--- src/rtl/mem_arbiter_if.sv ---
// mem_arbiter_if: fetch port, data port and external bus of the memory arbiter.
// master is the arbiter's view; slave is the pipeline/bus side.
interface mem_arbiter_if #(
    parameter int ADDR_W = 32,
    parameter int DATA_W = 32
);
    logic              if_req;
    logic [ADDR_W-1:0] if_addr;
    logic [DATA_W-1:0] if_rdata;
    logic              if_ack;
    logic              mem_req;
    logic              mem_we;
    logic [3:0]        mem_sel;
    logic [ADDR_W-1:0] mem_addr;
    logic [DATA_W-1:0] mem_wdata;
    logic [DATA_W-1:0] mem_rdata;
    logic              mem_ack;
    logic              bus_req;
    logic              bus_we;
    logic [3:0]        bus_sel;
    logic [ADDR_W-1:0] bus_addr;
    logic [DATA_W-1:0] bus_wdata;
    logic [DATA_W-1:0] bus_rdata;
    logic              bus_ack;
    logic              bus_err;
    logic              stallreq_if;
    logic              stallreq_mem;

    modport master (
        input  if_req, if_addr, mem_req, mem_we, mem_sel, mem_addr, mem_wdata, bus_rdata, bus_ack,
        output if_rdata, if_ack, mem_rdata, mem_ack, bus_req, bus_we, bus_sel, bus_addr, bus_wdata,
               bus_err, stallreq_if, stallreq_mem
    );

    modport slave (
        output if_req, if_addr, mem_req, mem_we, mem_sel, mem_addr, mem_wdata, bus_rdata, bus_ack,
        input  if_rdata, if_ack, mem_rdata, mem_ack, bus_req, bus_we, bus_sel, bus_addr, bus_wdata,
               bus_err, stallreq_if, stallreq_mem
    );
endinterface

--- src/rtl/mem_arbiter.sv ---
// mem_arbiter: shares one memory bus between IF and MEM pipeline ports, one transaction at a time.
// Define ARB_RR_EN for round-robin arbitration; default is fixed MEM-over-IF priority.
module mem_arbiter #(
    parameter int TIMEOUT_CYCLES = 16,
    parameter int ADDR_W = 32,
    parameter int DATA_W = 32
) (
    input logic clk,
    input logic rst,
    mem_arbiter_if.master p
);
    typedef enum logic [1:0] {IDLE, BUSY_IF, BUSY_MEM} state_t;
    localparam int CW = TIMEOUT_CYCLES > 1 ? $clog2(TIMEOUT_CYCLES) : 1;
    localparam logic [CW-1:0] LAST = CW'(TIMEOUT_CYCLES > 0 ? TIMEOUT_CYCLES - 1 : 0);
    state_t state, state_nx;
    logic [CW-1:0] cnt, cnt_nx;
    logic grant_mem, grant_if, done, tmo;
    assign p.stallreq_if = p.if_req & ~p.if_ack;
    assign p.stallreq_mem = p.mem_req & ~p.mem_ack;
    // Arbitrating on stallreq masks a request still held during its own ack cycle.
`ifdef ARB_RR_EN
    logic last_if;
    assign grant_mem = state == IDLE && p.stallreq_mem && (!p.stallreq_if || last_if);
    always_ff @(posedge clk or negedge rst)
        if (!rst) last_if <= 1'b0;
        else if (grant_mem || grant_if) last_if <= grant_if;
`else
    assign grant_mem = state == IDLE && p.stallreq_mem;
`endif
    assign grant_if = state == IDLE && p.stallreq_if && !grant_mem;
    assign done = state != IDLE && p.bus_ack;
    assign tmo = TIMEOUT_CYCLES != 0 && state != IDLE && !p.bus_ack && cnt == LAST;
    always_comb begin
        state_nx = state;
        cnt_nx = '0;
        if (grant_mem) state_nx = BUSY_MEM;
        else if (grant_if) state_nx = BUSY_IF;
        else if (done || tmo) state_nx = IDLE;
        else if (state != IDLE) cnt_nx = cnt + 1'b1;
    end
    always_ff @(posedge clk or negedge rst) begin
        if (!rst) begin
            state <= IDLE;
            cnt <= '0;
            p.bus_req <= 1'b0;
            p.bus_we <= 1'b0;
            p.bus_sel <= '0;
            p.bus_addr <= '0;
            p.bus_wdata <= '0;
            p.bus_err <= 1'b0;
            p.if_ack <= 1'b0;
            p.mem_ack <= 1'b0;
            p.if_rdata <= '0;
            p.mem_rdata <= '0;
        end else begin
            state <= state_nx;
            cnt <= cnt_nx;
            p.bus_err <= tmo;
            p.if_ack <= state == BUSY_IF && (done || tmo);
            p.mem_ack <= state == BUSY_MEM && (done || tmo);
            if (state == BUSY_IF && (done || tmo)) p.if_rdata <= done ? p.bus_rdata : '0;
            if (state == BUSY_MEM && (done || tmo)) p.mem_rdata <= done && !p.bus_we ? p.bus_rdata : '0;
            if (done || tmo) p.bus_req <= 1'b0;
            if (grant_mem) begin
                p.bus_req <= 1'b1;
                p.bus_we <= p.mem_we;
                p.bus_sel <= p.mem_sel;
                p.bus_addr <= p.mem_addr;
                p.bus_wdata <= p.mem_wdata;
            end else if (grant_if) begin
                p.bus_req <= 1'b1;
                p.bus_we <= 1'b0;
                p.bus_sel <= 4'hF;
                p.bus_addr <= p.if_addr;
            end
        end
    end
endmodule

--- src/flat_wrapper.sv ---
// flat-port wrapper written by rule: the top's interface ports become plain ports
module mem_arbiter_flat 
#(
    parameter int TIMEOUT_CYCLES = 16,
    parameter int ADDR_W = 32,
    parameter int DATA_W = 32
)
  (clk, rst, p_if_req, p_if_addr, p_mem_req, p_mem_we, p_mem_sel, p_mem_addr, p_mem_wdata, p_bus_rdata, p_bus_ack, p_if_rdata, p_if_ack, p_mem_rdata, p_mem_ack, p_bus_req, p_bus_we, p_bus_sel, p_bus_addr, p_bus_wdata, p_bus_err, p_stallreq_if, p_stallreq_mem);
  mem_arbiter_if #(.ADDR_W(ADDR_W), .DATA_W(DATA_W)) p_i ();
  input logic clk;
  input logic rst;
  input wire logic [$bits(p_i.if_req)-1:0] p_if_req;
  input wire logic [$bits(p_i.if_addr)-1:0] p_if_addr;
  input wire logic [$bits(p_i.mem_req)-1:0] p_mem_req;
  input wire logic [$bits(p_i.mem_we)-1:0] p_mem_we;
  input wire logic [$bits(p_i.mem_sel)-1:0] p_mem_sel;
  input wire logic [$bits(p_i.mem_addr)-1:0] p_mem_addr;
  input wire logic [$bits(p_i.mem_wdata)-1:0] p_mem_wdata;
  input wire logic [$bits(p_i.bus_rdata)-1:0] p_bus_rdata;
  input wire logic [$bits(p_i.bus_ack)-1:0] p_bus_ack;
  output wire logic [$bits(p_i.if_rdata)-1:0] p_if_rdata;
  output wire logic [$bits(p_i.if_ack)-1:0] p_if_ack;
  output wire logic [$bits(p_i.mem_rdata)-1:0] p_mem_rdata;
  output wire logic [$bits(p_i.mem_ack)-1:0] p_mem_ack;
  output wire logic [$bits(p_i.bus_req)-1:0] p_bus_req;
  output wire logic [$bits(p_i.bus_we)-1:0] p_bus_we;
  output wire logic [$bits(p_i.bus_sel)-1:0] p_bus_sel;
  output wire logic [$bits(p_i.bus_addr)-1:0] p_bus_addr;
  output wire logic [$bits(p_i.bus_wdata)-1:0] p_bus_wdata;
  output wire logic [$bits(p_i.bus_err)-1:0] p_bus_err;
  output wire logic [$bits(p_i.stallreq_if)-1:0] p_stallreq_if;
  output wire logic [$bits(p_i.stallreq_mem)-1:0] p_stallreq_mem;
  assign p_i.if_req = p_if_req;
  assign p_i.if_addr = p_if_addr;
  assign p_i.mem_req = p_mem_req;
  assign p_i.mem_we = p_mem_we;
  assign p_i.mem_sel = p_mem_sel;
  assign p_i.mem_addr = p_mem_addr;
  assign p_i.mem_wdata = p_mem_wdata;
  assign p_i.bus_rdata = p_bus_rdata;
  assign p_i.bus_ack = p_bus_ack;
  assign p_if_rdata = p_i.if_rdata;
  assign p_if_ack = p_i.if_ack;
  assign p_mem_rdata = p_i.mem_rdata;
  assign p_mem_ack = p_i.mem_ack;
  assign p_bus_req = p_i.bus_req;
  assign p_bus_we = p_i.bus_we;
  assign p_bus_sel = p_i.bus_sel;
  assign p_bus_addr = p_i.bus_addr;
  assign p_bus_wdata = p_i.bus_wdata;
  assign p_bus_err = p_i.bus_err;
  assign p_stallreq_if = p_i.stallreq_if;
  assign p_stallreq_mem = p_i.stallreq_mem;
  mem_arbiter #(.TIMEOUT_CYCLES(TIMEOUT_CYCLES), .ADDR_W(ADDR_W), .DATA_W(DATA_W)) u_core (.clk(clk), .rst(rst), .p(p_i));
endmodule
--- config.mk ---
export PLATFORM = sky130hd
export DESIGN_NAME = mem_arbiter_flat
export DESIGN_NICKNAME = d
export VERILOG_FILES = /design/src/rtl/mem_arbiter_if.sv /design/src/rtl/mem_arbiter.sv /design/src/flat_wrapper.sv
export SDC_FILE = /design/constraint.sdc
export NUM_CORES = 1
export LEC_CHECK = 0
export ABC_AREA = 0
export ABC_CLOCK_PERIOD_IN_PS = 2250
export BUFFER_PORTS_ARGS = -buffer_cell sky130_fd_sc_hd__buf_2
export CAP_MARGIN = 20
export CORE_ASPECT_RATIO = 0.5
export CORE_MARGIN = 5
export CORE_UTILIZATION = 46
export CTS_CLUSTER_SIZE = 28
export DETAILED_ROUTE_END_ITERATION = 7
export PLACE_DENSITY = 0.8
export SETUP_SLACK_MARGIN = 0.1
export SYNTH_ARGS = -nofsm -noshare
export SYNTH_HDL_FRONTEND = slang
export SYNTH_SLANG_ARGS = --single-unit
--- constraint.sdc ---
create_clock -name clk -period 2.25 [get_ports clk]
set_input_delay 0.1125 -clock clk [delete_from_list [all_inputs] [get_ports clk]]
set_output_delay 0.1125 -clock clk [all_outputs]
set_load 0.005 [all_outputs]
* Word level (Yosys, flattened, before mapping) *
Cells that the tools add are included.

operators by class
  $add $sub $neg = 1
  eq/ne operators = 3
  muxes and demuxes = 18
  bitwise logic cells = 4
  reduce and logical (&&, ||, !) cells = 17

operators by type and width
  kind                   number
  $mux W32               4
  $mux W4                6
  $logic_and A1 B1 Y1    9
  $mux W2                3
  $mux W1                5
  $add A4 B1 Y4 const B  1
  $eq A4 B4 Y1 const B   1
  $reduce_bool A2 Y1     2
  $logic_not A1 Y1       3
  $reduce_bool A3 Y1     1
  $and A1 B1 Y1          2
  $eq A2 B1 Y1 const B   1
  $eq A2 B2 Y1 const B   1
  $logic_not A2 Y1       1
  $not A1 Y1             2
  $logic_or A1 B1 Y1     1

storage, ports and cells
  bits in registers = 143
  input port bits = 138
  output and inout bits = 139
  word-level logic and storage cells = 55

* Depth between registers and ports, before layout *
  depth in word-level cells = 7
  gate-level depth with buffers = 6
  gate-level depth less buffers = 4

* Least setup slack after synthesis *
No wires, ideal clock.

  path kind = flip-flop to flip-flop
  start point = reg u_core.cnt[0]
  end point = reg u_core.p.mem_rdata[10]
  setup time = 121 ps
  arrival time = 1,571 ps
  data required time = 2,129 ps
  path slack = 558 ps
  stages on the path, launching flop included = 7
  path buffers = 2
  clock period less this slack = 1,692 ps
  cells stage by stage = dfrtp_1 -> ha_1 -> a31oi_1 -> or3b_1 -> clkbuf_1 -> buf_2 -> a22o_1

between the ends
  cells in the longest elaborated chain, start to end = 4

RTL lines
  what                      line                  source
  start: declaration        mem_arbiter.sv:16     logic [CW-1:0] cnt, cnt_nx;
  start signal: assignment  mem_arbiter.sv:57     cnt <= cnt_nx;
  $eq A4 B4 Y1              mem_arbiter.sv:32     assign tmo = TIMEOUT_CYCLES != 0 && state != IDLE && !p.bus_ack && cnt == LAST;
  $logic_and A1 B1 Y1       mem_arbiter.sv:32
  $logic_or A1 B1 Y1        mem_arbiter.sv:62     if (state == BUSY_MEM && (done || tmo)) p.mem_rdata <= done && !p.bus_we ? p.bus_rdata : '0;
  $logic_and A1 B1 Y1       mem_arbiter.sv:62
  end signal: assignment    mem_arbiter.sv:62
  end: declaration          mem_arbiter_if.sv:31  output if_rdata, if_ack, mem_rdata, mem_ack, bus_req, bus_we, bus_sel, bus_addr, bus_wdata,

No other way between the ends.
A chain may end at the register's enable or synchronous reset.

* Worst setup path after layout *
  start point = reg u_core.cnt[0]
  end point = reg u_core.p.mem_rdata[12]

Same word-level chain as after synthesis.

==> out/metrics.csv <==
stage,metric,value,unit
global_routing,global_route.usage.met2,45.5,%
place,port_buffers,276,
clock_network,cts_buffers,17,
setup_path,arrival,2130,ps
timing,slew_headroom,60.7,%
detailed_routing,drt_iter0_drc,279,
synthesis,ys_seq_elements,143,
finish,nets,899,
hold_path,hold_path_end,u_core.p.bus_addr[2]$_DFFE_PN0P_,
global_routing,grt_max_degree,65,
global_routing,grt_pass1_wl,27700,µm
timing,fin_setup_tns,0,ps
synthesis,synth_area,0.00553,mm²
finish,fill_cells,802,
job,cap_violations,0,
global_routing,antenna_found_initial,0,
detailed_routing,drt-vias-per-instance,5.30,
pwr,power_density,1370,mW/mm²
timing,fin_ws,402,ps
floorplan,rows,28,
global_routing,grt_busiest_layer,met2,
hold_path,hold_start,p_mem_addr[2],
detailed_routing,vias,4976,
timing,fmax,0.541,GHz
floorplan,initial_core_util,47.0,%
pwr,power.leakage,4.36,nW
setup_path,cp-end-kind,flip-flop,
place,hpwl,11200,µm
setup_path,r2r_start,u_core.cnt[0]$_DFF_PN0_,
timing,period_needed,1850,ps
finish,final_common_cell,buf_2,
pwr,power.total,0.0117,W
floorplan,num_io_pins,277,
timing,skew,6.99,ps
setup_path,path_max_fanout,33,
floorplan,die_area,0.0144,mm²
global_routing,grt_use_met1,28.6,%
detailed_routing,route.detailed.drc,0,
floorplan,coreArea,0.0118,mm²
outcome,status,completed,
clock_network,path_clk_slew,60,ps
setup_path,crit_type,reg -> reg,
synthesis,ys_warn_count,0,
floorplan,fp.dieW,165,µm
timing,rsz0062_at_grt,no,
global_routing,grt_use_met3,4.63,%
hold_path,hold_class,in -> reg,
setup_path,reg2reg_slack,400,ps
hold_path,hold-path-cell-count,3,
synthesis,synth_top_area_cell,dfrtp_1,
setup_path,critPathRequiredTime,2530,ps
clock_network,clockRootBuffer,clkbuf_16,
clock_network,clock_latency,400,ps
clock_network,cts_tree,yes,
synthesis,syn_nets,546,
finish,fin_cells,938,
setup_path,worstSetupStartpointType,flip-flop,
synthesis,yosys-top-cells-area,"dfrtp_1, a22o_1, o32ai_1",
detailed_routing,detail-route-antenna-nets,0,
synthesis,yosysUniqueCellTypes,29,
clock_network,htree_num_levels,4,
pwr,ir_drop,621,µV
setup_path,r2r_end,u_core.p.mem_rdata[12]$_DFFE_PN0P_,
place,dp_slack,467,ps
synthesis,netlist_instances,407,
setup_path,r2r.worst_path.cells,5,
detailed_routing,drt_wl_total,18000,µm
global_routing,first_global_vias,5253,
detailed_routing,wl_per_cell,19.1,µm
synthesis,synth-seq-area-share,64.7,%
detailed_routing,dr.pass1.iters,4,
place,gp_congestion,0.840,
timing,setup_viol,0,
timing,worst_pin_slew,590,ps
synthesis,synth.avg_cell_area,13.6,µm²
finish,drive_gt1_share,45.9,%
global_routing,grt_use_total,24.8,%
clock_network,cts.path.max_buffers,2,
clock_network,clock-sinks,143,
timing,report.final.slew_viol_count,0,
timing,holdWs,5.28,ps
floorplan,dieHeight,87.5,µm
finish,diodes,0,
finish,area_growth_syn_to_layout,53.9,%
place,placed_cells,827,
global_routing,grt.overflow.total,0,
synthesis,synth_top_area_share,64.7,%
timing,fin_crit_sh,82.1,%
timing,hold_violations,0,
finish,layout_common_cells,"buf_2, dfrtp_1, dlygate4sd3_1",
cells by family after synthesis:
logic type	synth area share, %
muxes	7.40
and+or+nand+nor	2.15
AOI/OAI and AO/OA	19.5
adders and majority gates	0.226
buffers and inverters	5.66
xor gates and xnor gates	0.317
DFF	64.7
flip-flops by register name (all words and copies together), names as in the netlist:
register	flops
u_core.p.bus_addr	32
u_core.p.bus_wdata	32
u_core.p.if_rdata	32
u_core.p.mem_rdata	32
u_core.cnt	4
u_core.p.bus_sel	4
u_core.state	2
u_core.p.bus_err	1
u_core.p.bus_req	1
u_core.p.bus_we	1
u_core.p.if_ack	1
u_core.p.mem_ack	1
what timing repair did:
| action | 4_1_cts | 5_1_grt |
|---|---|---|
| hold buffers | 79 | 0 |
| resized for setup | 0 | 0 |
| hold endpoints to repair | 172 | 0 |
| buffers inserted | 0 | 0 |
| setup endpoints to repair | 0 | 0 |
metal layers:
metal  wire [µm]  vias up  part of all wire [%]
li1            -     2213                     -
met2        9690      180                    54
met1        6710     2523                    37
met3         824       60                   4.6
met5           0        -                     0
met4         740        0                   4.1
worst max-delay path by stage:
stage / startpoint / end / slack [ps] / cells past startpoint
finish: u_core.cnt[0]$_DFF_PN0_ / u_core.p.mem_rdata[12]$_DFFE_PN0P_ / 400 / 5
floorplan: u_core.cnt[0]$_DFF_PN0_ / u_core.p.mem_rdata[10]$_DFFE_PN0P_ / 560 / 6
global route: u_core.cnt[0]$_DFF_PN0_ / u_core.p.mem_rdata[12]$_DFFE_PN0P_ / 350 / 5
detailed placement: u_core.state[0]$_DFFE_PN0P_ / u_core.p.bus_addr[0]$_DFFE_PN0P_ / 470 / 4
CTS: u_core.cnt[0]$_DFF_PN0_ / u_core.p.mem_rdata[12]$_DFFE_PN0P_ / 420 / 5
global placement: u_core.cnt[0]$_DFF_PN0_ / u_core.p.mem_rdata[29]$_DFFE_PN0P_ / 540 / 5
cell usage after synthesis, drive strengths merged:
library cell,count
dfrtp,143
a22o,64
inv,35
a21oi,32
mux2,32
o32ai,32
clkbuf,19
buf,16
nand2,4
nor2,4
o21ai,4
o22a,4
nand3,2
nor2b,2
nor3,2
or3b,2
or4b,2
a31oi,1
a32o,1
and3b,1
ha,1
nor4bb,1
o21a,1
xnor2,1
xor2,1
report_power, final:
part | leakage [nW] | switching (W) | internal (W) | total (W)
clock | 0.284 | 0.00108 | 0.00172 | 0.00280
sequential | 1.72 | 0.000738 | 0.00381 | 0.00455
combinational | 2.36 | 0.00202 | 0.00228 | 0.00430
total | 4.36 | 0.00384 | 0.00781 | 0.0117
cell type report:
class / count / area [µm²] / area share, %
inverters: 35 / 131 / 1.54
clock inverters: 9 / 108 / 1.26
clock buffers: 23 / 478 / 5.62
well taps: 165 / 206 / 2.43
multi-input cells: 194 / 1660 / 19.5
flip-flops and latches: 143 / 3580 / 42.0
repair buffers: 369 / 2350 / 27.6
metrics by stage:
step,utilization (%),instance area (µm²)
3_3_place_gp,60.6,7130
4_1_cts,72.3,8510
6_report,72.3,8510
3_5_place_dp,60.6,7130
5_1_grt,72.3,8510
2_1_floorplan,-,5530
critical path, cell delays in order, from the launching register on:
cell and delay [ps]:
dfrtp_1 380, ha_1 250, a31oi_1 190, or3b_1 450, buf_12 190, a22o_1 250
(Power assumes the default switching activity.)
